`src/rtl/topk_sorted_heap_if.sv`:
```
// Insert, read-out and eviction signal bundle for topk_sorted_heap.
// The slave side is the heap itself; the master side is the surrounding logic or a testbench.
interface topk_sorted_heap_if #(
    parameter int KEY_WIDTH   = 32,
    parameter int VALUE_WIDTH = 32,
    parameter int DEPTH       = 8
);
    localparam int CNT_W = $clog2(DEPTH + 1);

    logic [KEY_WIDTH-1:0]   in_key;
    logic [VALUE_WIDTH-1:0] in_value;
    logic                   in_valid;
    logic                   in_ready;
    logic                   rd_req;
    logic                   rd_clear;
    logic [KEY_WIDTH-1:0]   out_key;
    logic [VALUE_WIDTH-1:0] out_value;
    logic                   out_last;
    logic                   out_valid;
    logic                   out_ready;
    logic [KEY_WIDTH-1:0]   evict_key;
    logic [VALUE_WIDTH-1:0] evict_value;
    logic                   evict_valid;
    logic [CNT_W-1:0]       count;

    modport master (
        output in_key, in_value, in_valid, rd_req, rd_clear, out_ready,
        input  in_ready, out_key, out_value, out_last, out_valid,
               evict_key, evict_value, evict_valid, count
    );

    modport slave (
        input  in_key, in_value, in_valid, rd_req, rd_clear, out_ready,
        output in_ready, out_key, out_value, out_last, out_valid,
               evict_key, evict_value, evict_valid, count
    );
endinterface

```
`src/rtl/topk_sorted_heap.sv`:
```
// Top-K key/value array kept sorted by value (descending); overflow evicts the smallest pair.
// Insert visible 2 cycles after accept (1 per 2 cycles); read-out stalls on out_ready and blocks inserts.
module topk_sorted_heap #(
    parameter int KEY_WIDTH   = 32,
    parameter int VALUE_WIDTH = 32,
    parameter int DEPTH       = 8
) (
    input  logic                 ap_clk,
    input  logic                 ap_rst_n,
    topk_sorted_heap_if.slave    bus
);
    localparam int CNT_W = $clog2(DEPTH + 1);

    typedef struct packed {
        logic [KEY_WIDTH-1:0]   key;
        logic [VALUE_WIDTH-1:0] value;
    } entry_t;

    typedef enum logic [1:0] {S_IDLE, S_UPDATE, S_READ} state_t;

    state_t           state_q, state_d;
    entry_t           ent_q [DEPTH];
    entry_t           ent_d [DEPTH];
    logic [DEPTH-1:0] vld_q, vld_d;
    logic [CNT_W-1:0] count_q, count_d;
    logic [CNT_W-1:0] idx_q, idx_d;
    logic             clr_q, clr_d;
    entry_t           new_q, new_d;
    entry_t           evict_q, evict_d;
    logic             evict_vld_q, evict_vld_d;

    logic             in_rdy;
    logic             out_vld;
    logic             out_lst;
    entry_t           rd_ent;
    logic             rd_fire;
    logic             read_done;

    logic             found;
    logic [DEPTH-1:0] gone;
    entry_t           rem [DEPTH];
    entry_t           upd [DEPTH];
    logic [CNT_W-1:0] rem_cnt;
    logic [CNT_W-1:0] pos;
    logic [CNT_W-1:0] upd_cnt;
    logic             full;
    logic             ev_vld;
    entry_t           ev_ent;

    // Remove any key match, then splice the new pair in after all entries with value >= it.
    always_comb begin
        found = 1'b0;
        gone  = '0;
        for (int i = 0; i < DEPTH; i++) begin
            found   = found | (vld_q[i] && (ent_q[i].key == new_q.key));
            gone[i] = found;
        end
        for (int i = 0; i < DEPTH - 1; i++) begin
            rem[i] = gone[i] ? ent_q[i+1] : ent_q[i];
        end
        rem[DEPTH-1] = gone[DEPTH-1] ? '0 : ent_q[DEPTH-1];

        rem_cnt = count_q - CNT_W'(found);
        pos     = '0;
        for (int i = 0; i < DEPTH; i++) begin
            if ((CNT_W'(i) < rem_cnt) && (rem[i].value >= new_q.value)) begin
                pos = pos + CNT_W'(1);
            end
        end

        upd[0] = (pos == '0) ? new_q : rem[0];
        for (int i = 1; i < DEPTH; i++) begin
            if (CNT_W'(i) < pos) begin
                upd[i] = rem[i];
            end else if (CNT_W'(i) == pos) begin
                upd[i] = new_q;
            end else begin
                upd[i] = rem[i-1];
            end
        end

        full    = (count_q == CNT_W'(DEPTH));
        ev_vld  = !found && full;
        ev_ent  = (pos == CNT_W'(DEPTH)) ? new_q : ent_q[DEPTH-1];
        upd_cnt = (found || full) ? count_q : count_q + CNT_W'(1);
    end

    always_ff @(posedge ap_clk) begin
        if (!ap_rst_n) begin
            state_q <= S_IDLE;
        end else begin
            state_q <= state_d;
        end
    end

    always_comb begin
        state_d = state_q;
        case (state_q)
            S_IDLE: begin
                if (bus.rd_req) begin
                    state_d = S_READ;
                end else if (bus.in_valid) begin
                    state_d = S_UPDATE;
                end
            end
            S_UPDATE: state_d = S_IDLE;
            S_READ:   if (read_done) state_d = S_IDLE;
            default:  state_d = S_IDLE;
        endcase
    end

    always_comb begin
        in_rdy  = (state_q == S_IDLE) && !bus.rd_req;
        out_vld = (state_q == S_READ) && (idx_q < count_q);
        out_lst = out_vld && (idx_q == count_q - CNT_W'(1));
        rd_ent  = '0;
        for (int i = 0; i < DEPTH; i++) begin
            if (CNT_W'(i) == idx_q) rd_ent = ent_q[i];
        end
        rd_fire   = out_vld && bus.out_ready;
        // An empty array has no beats, so READ ends on its first edge.
        read_done = (state_q == S_READ) && (!out_vld || (rd_fire && out_lst));
    end

    always_comb begin
        ent_d       = ent_q;
        count_d     = count_q;
        idx_d       = idx_q;
        clr_d       = clr_q;
        new_d       = new_q;
        evict_d     = evict_q;
        evict_vld_d = 1'b0;
        case (state_q)
            S_IDLE: begin
                if (bus.rd_req) begin
                    clr_d = bus.rd_clear;
                    idx_d = '0;
                end else if (bus.in_valid) begin
                    new_d = '{key: bus.in_key, value: bus.in_value};
                end
            end
            S_UPDATE: begin
                ent_d       = upd;
                count_d     = upd_cnt;
                evict_vld_d = ev_vld;
                if (ev_vld) evict_d = ev_ent;
            end
            S_READ: begin
                if (rd_fire) idx_d = idx_q + CNT_W'(1);
                if (read_done && clr_q) count_d = '0;
            end
            default: ;
        endcase
        for (int i = 0; i < DEPTH; i++) begin
            vld_d[i] = (CNT_W'(i) < count_d);
        end
    end

    always_ff @(posedge ap_clk) begin
        if (!ap_rst_n) begin
            for (int i = 0; i < DEPTH; i++) ent_q[i] <= '0;
            vld_q       <= '0;
            count_q     <= '0;
            idx_q       <= '0;
            clr_q       <= 1'b0;
            new_q       <= '0;
            evict_q     <= '0;
            evict_vld_q <= 1'b0;
        end else begin
            ent_q       <= ent_d;
            vld_q       <= vld_d;
            count_q     <= count_d;
            idx_q       <= idx_d;
            clr_q       <= clr_d;
            new_q       <= new_d;
            evict_q     <= evict_d;
            evict_vld_q <= evict_vld_d;
        end
    end

    assign bus.in_ready    = in_rdy;
    assign bus.out_valid   = out_vld;
    assign bus.out_last    = out_lst;
    assign bus.out_key     = rd_ent.key;
    assign bus.out_value   = rd_ent.value;
    assign bus.evict_valid = evict_vld_q;
    assign bus.evict_key   = evict_q.key;
    assign bus.evict_value = evict_q.value;
    assign bus.count       = count_q;
endmodule

```
`src/flat_wrapper.sv`:
```
// flat-port wrapper written by rule: the top's interface ports become plain ports
module topk_sorted_heap_flat 
#(
    parameter int KEY_WIDTH   = 32,
    parameter int VALUE_WIDTH = 32,
    parameter int DEPTH       = 8
)
  (ap_clk, ap_rst_n, bus_in_key, bus_in_value, bus_in_valid, bus_rd_req, bus_rd_clear, bus_out_ready, bus_in_ready, bus_out_key, bus_out_value, bus_out_last, bus_out_valid, bus_evict_key, bus_evict_value, bus_evict_valid, bus_count);
  topk_sorted_heap_if #(.KEY_WIDTH(KEY_WIDTH), .VALUE_WIDTH(VALUE_WIDTH), .DEPTH(DEPTH)) bus_i ();
  input  logic ap_clk;
  input  logic ap_rst_n;
  input wire logic [$bits(bus_i.in_key)-1:0] bus_in_key;
  input wire logic [$bits(bus_i.in_value)-1:0] bus_in_value;
  input wire logic [$bits(bus_i.in_valid)-1:0] bus_in_valid;
  input wire logic [$bits(bus_i.rd_req)-1:0] bus_rd_req;
  input wire logic [$bits(bus_i.rd_clear)-1:0] bus_rd_clear;
  input wire logic [$bits(bus_i.out_ready)-1:0] bus_out_ready;
  output wire logic [$bits(bus_i.in_ready)-1:0] bus_in_ready;
  output wire logic [$bits(bus_i.out_key)-1:0] bus_out_key;
  output wire logic [$bits(bus_i.out_value)-1:0] bus_out_value;
  output wire logic [$bits(bus_i.out_last)-1:0] bus_out_last;
  output wire logic [$bits(bus_i.out_valid)-1:0] bus_out_valid;
  output wire logic [$bits(bus_i.evict_key)-1:0] bus_evict_key;
  output wire logic [$bits(bus_i.evict_value)-1:0] bus_evict_value;
  output wire logic [$bits(bus_i.evict_valid)-1:0] bus_evict_valid;
  output wire logic [$bits(bus_i.count)-1:0] bus_count;
  assign bus_i.in_key = bus_in_key;
  assign bus_i.in_value = bus_in_value;
  assign bus_i.in_valid = bus_in_valid;
  assign bus_i.rd_req = bus_rd_req;
  assign bus_i.rd_clear = bus_rd_clear;
  assign bus_i.out_ready = bus_out_ready;
  assign bus_in_ready = bus_i.in_ready;
  assign bus_out_key = bus_i.out_key;
  assign bus_out_value = bus_i.out_value;
  assign bus_out_last = bus_i.out_last;
  assign bus_out_valid = bus_i.out_valid;
  assign bus_evict_key = bus_i.evict_key;
  assign bus_evict_value = bus_i.evict_value;
  assign bus_evict_valid = bus_i.evict_valid;
  assign bus_count = bus_i.count;
  topk_sorted_heap #(.KEY_WIDTH(KEY_WIDTH), .VALUE_WIDTH(VALUE_WIDTH), .DEPTH(DEPTH)) u_core (.ap_clk(ap_clk), .ap_rst_n(ap_rst_n), .bus(bus_i));
endmodule
```
`config.mk`:
```
export PLATFORM = sky130hd
export DESIGN_NAME = topk_sorted_heap_flat
export DESIGN_NICKNAME = d
export VERILOG_FILES = /design/src/rtl/topk_sorted_heap_if.sv /design/src/rtl/topk_sorted_heap.sv /design/src/flat_wrapper.sv
export SDC_FILE = /design/constraint.sdc
export NUM_CORES = 2
export LEC_CHECK = 0
export ABC_AREA = 1
export CORE_UTILIZATION = 50
export DETAILED_ROUTE_END_ITERATION = 10
export PLACE_DENSITY = 0.73
export SLEW_MARGIN = 40
export SYNTH_ARGS = -nofsm -noshare
export SYNTH_HDL_FRONTEND = slang
export SYNTH_SLANG_ARGS = --single-unit
```
`constraint.sdc`:
```
create_clock -name ap_clk -period 9.3 [get_ports ap_clk]
set_clock_uncertainty 0.2 [all_clocks]
set_input_delay 2.325 -clock ap_clk [delete_from_list [all_inputs] [get_ports ap_clk]]
set_output_delay 2.325 -clock ap_clk [all_outputs]
set_load 0.01 [all_outputs]
```
-- After elaboration in Yosys (flattened, before gate mapping)
Cells that the tools add are included.
- $add $sub $neg: 11
- $mul: 0
- div/mod/pow operators: 0
- $lt $le $gt $ge: 32
- equal/unequal tests: 32
- shift operators: 0
- muxes and demuxes: 50
- bitwise logic cells: 8
- reduce and logical (&&, ||, !) cells: 40
- operators with widths (kind ; count):
    two-way mux 64 bit ; 32
    == test 32 bit ; 8
    greater-or-equal comparator 32 bit ; 8
    less-than comparator 3 x 4 -> 1 bit, first input constant ; 12
    two-way mux 4 bit ; 11
    adder 4 x 1 -> 4 bit, second input constant ; 9
    == test 3 x 4 -> 1 bit, first input constant ; 8
    logical AND 1 bit ; 24
    less-than comparator 2 x 4 -> 1 bit, first input constant ; 6
    less-than comparator 1 x 4 -> 1 bit, first input constant ; 5
    == test 2 x 4 -> 1 bit, first input constant ; 4
    one-hot mux 4 bit (2 select lines) ; 2
    AND reduction 2 bit ; 5
    == test 1 x 4 -> 1 bit, first input constant ; 2
    == test 4 bit, second input constant ; 2
    logical NOT 4 bit ; 2
    OR 1 bit ; 7
    two-way mux 2 bit ; 3
    inequality test 2 x 1 -> 1 bit, second input constant ; 3
    AND reduction 3 bit ; 2
    == test 4 bit ; 1
    less-than comparator 4 bit ; 1
    one-hot mux 2 bit (2 select lines) ; 1
    subtractor 4 x 1 -> 4 bit ; 1
    11 further kinds ; 14
- flip-flop bits (word level): 660
- bits in latches: 0
- RAM bits: 0
- bits in read-only memories: 0
- memories kept: 0

-- Logic depth before layout (Yosys ltp)
- depth after elaboration: 30
- mapped depth: 65
- mapped depth without buffers: 60

-- Worst setup path before layout
No wires, ideal clock.
- path type: flip-flop to flip-flop
- from: register u_core.new_q[33] (netlist name)
- to: register u_core.ent_q[21] (netlist name)
- library setup time: 0.113 ns
- arrival time: 7.732 ns
- data required time: 8.987 ns
- path slack: 1.255 ns
- cell stages (with the launch flop): 63
- path buffers: 6
- clock period less this slack: 8.045 ns
- path through: dfxtp_1 -> buf_4 -> inv_2 -> buf_6 -> nand2_1 -> nand3_1 -> nor2_1 -> nand4_1 -> nor4_1 -> nand2_1 -> clkbuf_1 -> inv_1 -> clkbuf_1 -> nor2_1 -> nor2_1 -> ha_1 -> a21oi_1 -> o21ai_0 -> [27 not listed] -> ha_1 -> or2_2 -> nand2_1 -> inv_2 -> ha_1 -> inv_1 -> o21ai_1 -> inv_2 -> nor2_1 -> nand2_1 -> nand2_1 -> inv_2 -> buf_2 -> buf_2 -> nand2_1 -> nand3_1 -> o21ai_1 -> inv_1
- cells in the longest elaborated chain, start to end: 30
- elaborated cells on any way between the ends: 75
- those cells by class: add/sub (8); order compare (17); eq/ne (9); mux (18); bitwise (7); reduce/logical (16)
- RTL lines (item ; line ; RTL):
    start, declared ; topk_sorted_heap.sv:28 ; entry_t new_q, new_d;
    start signal, assigned ; topk_sorted_heap.sv:175 ; new_q <= new_d;
    branches (longest 29 deep; another with subtractor 4 x 1 -> 4 bit) ; - ;
    two-way mux 64 bit (*) ; topk_sorted_heap.sv:73 ; if (CNT_W'(i) < pos) begin
    end signal, assigned ; topk_sorted_heap.sv:170 ; ent_q <= ent_d;
    end, declared ; topk_sorted_heap.sv:22 ; entry_t ent_q [DEPTH];
Mark *: on every way between the ends. The select of a mux whose other input is x is not followed.
A chain may end at the register's enable or synchronous reset.

-- Worst setup path in the final report
- from: register u_core.ent_q[492] (netlist name)
- to: register u_core.ent_q[338] (netlist name)
- cells in the longest elaborated chain, start to end: 30
- elaborated cells on any way between the ends: 61
- those cells by class: add/sub (8); order compare (17); eq/ne (2); mux (18); bitwise (7); reduce/logical (9)
- RTL lines (item ; line ; RTL):
    == test 32 bit (*) ; topk_sorted_heap.sv:55 ; found = found | (vld_q[i] && (ent_q[i].key == new_q.key));
    logical AND 1 bit (*) ; topk_sorted_heap.sv:55 ;
    branches (longest 27 deep; another with subtractor 4 x 1 -> 4 bit) ; - ;
    two-way mux 64 bit (*) ; topk_sorted_heap.sv:73 ;
Marked as above.

==> results_dict.tcl <==
set metrics [dict create \
    drv_slew 0 \
    endpoint_kind "flip-flop" \
    slew_headroom 0.354 \
    dr.first_iter.drc_count 7989 \
    synth_top_area_share 0.243 \
    final_cell_mix "nand2_1 (2329), a21oi_1 (1117), o21ai_0 (911)" \
    drv_cap 0 \
    core_um2 108000 \
    drc 0 \
    setup_viol 0 \
    fin_tns_setup_ns 0 \
    ys_seq_elements 659 \
    grt_max_degree 185 \
    cts_root_buffer "clkbuf_16" \
    ant_nets 0 \
    post-route-min-period_ns 8.94 \
    syn_area_um2 54400 \
    clk-insertion-delay-late_ns 0.73 \
    mostFrequentLayoutCell "nand2_1" \
    gp_congestion 1.09 \
    start_util 0.506 \
    dp_hpwl_um 179000 \
    ys_top_cells_by_area "dfxtp_1 (24%), nand2_1 (16%), a21oi_1 (10%)" \
    fin_util 0.574 \
    ctsHoldBuffers 0 \
    yosys.area.top_type "dfxtp_1" \
    viasPerCell 6.35 \
    worstMarginPinSlew_ns 0.959 \
    peakVddDrop_mv 0.155 \
    layout-drive-gt1-share 0.0754 \
    hold_class "reg2reg" \
    die_h_um 332 \
    io_buffers 205 \
    stdcell_count 10400 \
    syn_avg_cell_area_um2 6.05 \
    grt_pass1_wl_um 367000 \
    dp_worst_setup_slack_ns 0.234 \
    cts.clk_slew.worst_paths_ns 0.06 \
    required_ns 9.68 \
    synth_edf_count 0 \
    ys.warnings.count 0 \
    slowest_stage "dfxtp_1" \
    crit_path_max_fanout 28 \
    status "finished clean" \
    crit_arrival_ns 9.32 \
    num_rows 120 \
    yosysSeqAreaShare 0.243 \
    crit_top_cell "nand2_1" \
    async_flop_share 0 \
    crit_path_max_incr_delay_ns 0.42 \
    max_freq_mhz 112 \
    htreeDepth 3 \
    critPathLaunchType "flip-flop" \
    antenna_found_initial 0 \
    placed_cells 10200 \
    routed_wl_um 247000 \
    crit_type "reg2reg" \
    cts_sinks 659 \
    grtUsageTotal 0.427 \
    powerDensity_nw_per_um2 170 \
    diodes 0 \
    dr.pass1.iters 6 \
    fin_crit_sh 0.961 \
    finalHoldViolCount 0 \
    final_nets 9292 \
    io_pins 206 \
    tritoncts "done" \
    wl_per_cell_um 23.7 \
    p_leak_nw 26.1 \
    grt_pass1_vias 62200 \
    power_w 0.0105 \
    worst_slack_ns 0.361 \
    postSynthCellCount 8990 \
    dieArea_um2 110000 \
    synth_fp_nets 9338 \
    cts_buffers 85 \
    area.growth.synth_to_final_pct 13.5 \
    die_x_um 332 \
    num_vias 66200 \
    ys_types 71 \
    overflow 0 \
    ys.flop_type "dfxtp_1" \
    cts.path.max_buffers 3 \
]
[flip-flops by register name, summed over array words and instances, names as in the netlist]
register                flops
u_core.ent_q              512
u_core.new_q               64
u_core.bus.evict_key       32
u_core.bus.evict_value     32
u_core.vld_q                7
u_core.bus.count            4
u_core.idx_q                4
u_core.state_q              2
u_core.bus.evict_valid      1
u_core.clr_q                1
[critical path, delay by kind of cell (launching register included)]
kind                       cells  cell delay, ns
AOI/OAI and AO/OA             13            1.92
xor gates and xnor gates       1            0.37
buffers and inverters         12            1.36
DFF                            1            0.42
and+or+nand+nor               21            2.61
adders and majority gates      7            1.90
[logic make-up after synthesis]
family,synth area share
and+or+nand+nor,0.308
adders and majority gates,0.0640
muxes,0.000921
DFF,0.243
xor gates and xnor gates,0.0133
buffers and inverters,0.116
AOI/OAI and AO/OA,0.255
[report_power, final]
group	internal [W]	switching, W	leakage, nW
sequential	0.00297	0.000179	5.35
combinational	0.00122	0.00254	19.3
clock	0.00214	0.00146	1.45
[cell usage after synthesis, drive strengths merged, types with 50 or more instances]
| master | n |
|---|---|
| nand2 | 2365 |
| a21oi | 1137 |
| o21ai | 1040 |
| inv | 761 |
| nor2 | 718 |
| dfxtp | 659 |
| nand3 | 454 |
| clkbuf | 374 |
| buf | 288 |
| ha | 278 |
| nand4 | 192 |
| a31oi | 90 |
| o211ai | 85 |
| o22ai | 81 |
| nand3b | 72 |
| nor3 | 50 |
| nor4 | 50 |
| xor2 | 50 |
[layer usage]
layer	up-vias	part of all wire	track usage	wire length (um)
met4	0	0.10	0.389	25800
met5	-	0	0	0
met3	1245	0.085	0.0687	21000
li1	30100	-	-	-
met1	30900	0.36	0.480	88800
met2	3911	0.45	0.697	112000
[worst paths after layout]
path                                   start                    endpoint  slack, ns  cells after the start
hold / removal    u_core.bus.evict_value[17]  u_core.bus.evict_value[17]       0.26                      2
setup / recovery           u_core.ent_q[492]           u_core.ent_q[338]       0.36                     54
setup reg to reg           u_core.ent_q[492]           u_core.ent_q[338]       0.36                     54
hold reg to reg   u_core.bus.evict_value[17]  u_core.bus.evict_value[17]       0.26                      2
[what timing repair did]
action,4_1_cts,5_1_grt
endpoints found under the hold margin,0,0
endpoints found under the setup margin,0,576
setup buffers,0,5
gates resized for setup,0,63
[area by class of cell]
cell class / count / area [um2]
clock inverter: 34 / 453
tap: 1403 / 1760
fill: 10800 / 45800
sequential: 659 / 13200
clock buffer: 125 / 2500
inverter: 789 / 3030
timing repair buffer: 535 / 5640
multi-input combinational: 6874 / 35200
[per-stage QoR]
step           area [um2]  hold slack [ns]
2_1_floorplan       54400            0.245
3_3_place_gp        58000            0.252
3_5_place_dp        58300            0.255
4_1_cts             61200            0.264
5_1_grt             61700            0.284
6_report            61700            0.262
No activity file was read; power rests on OpenSTA's default activity.
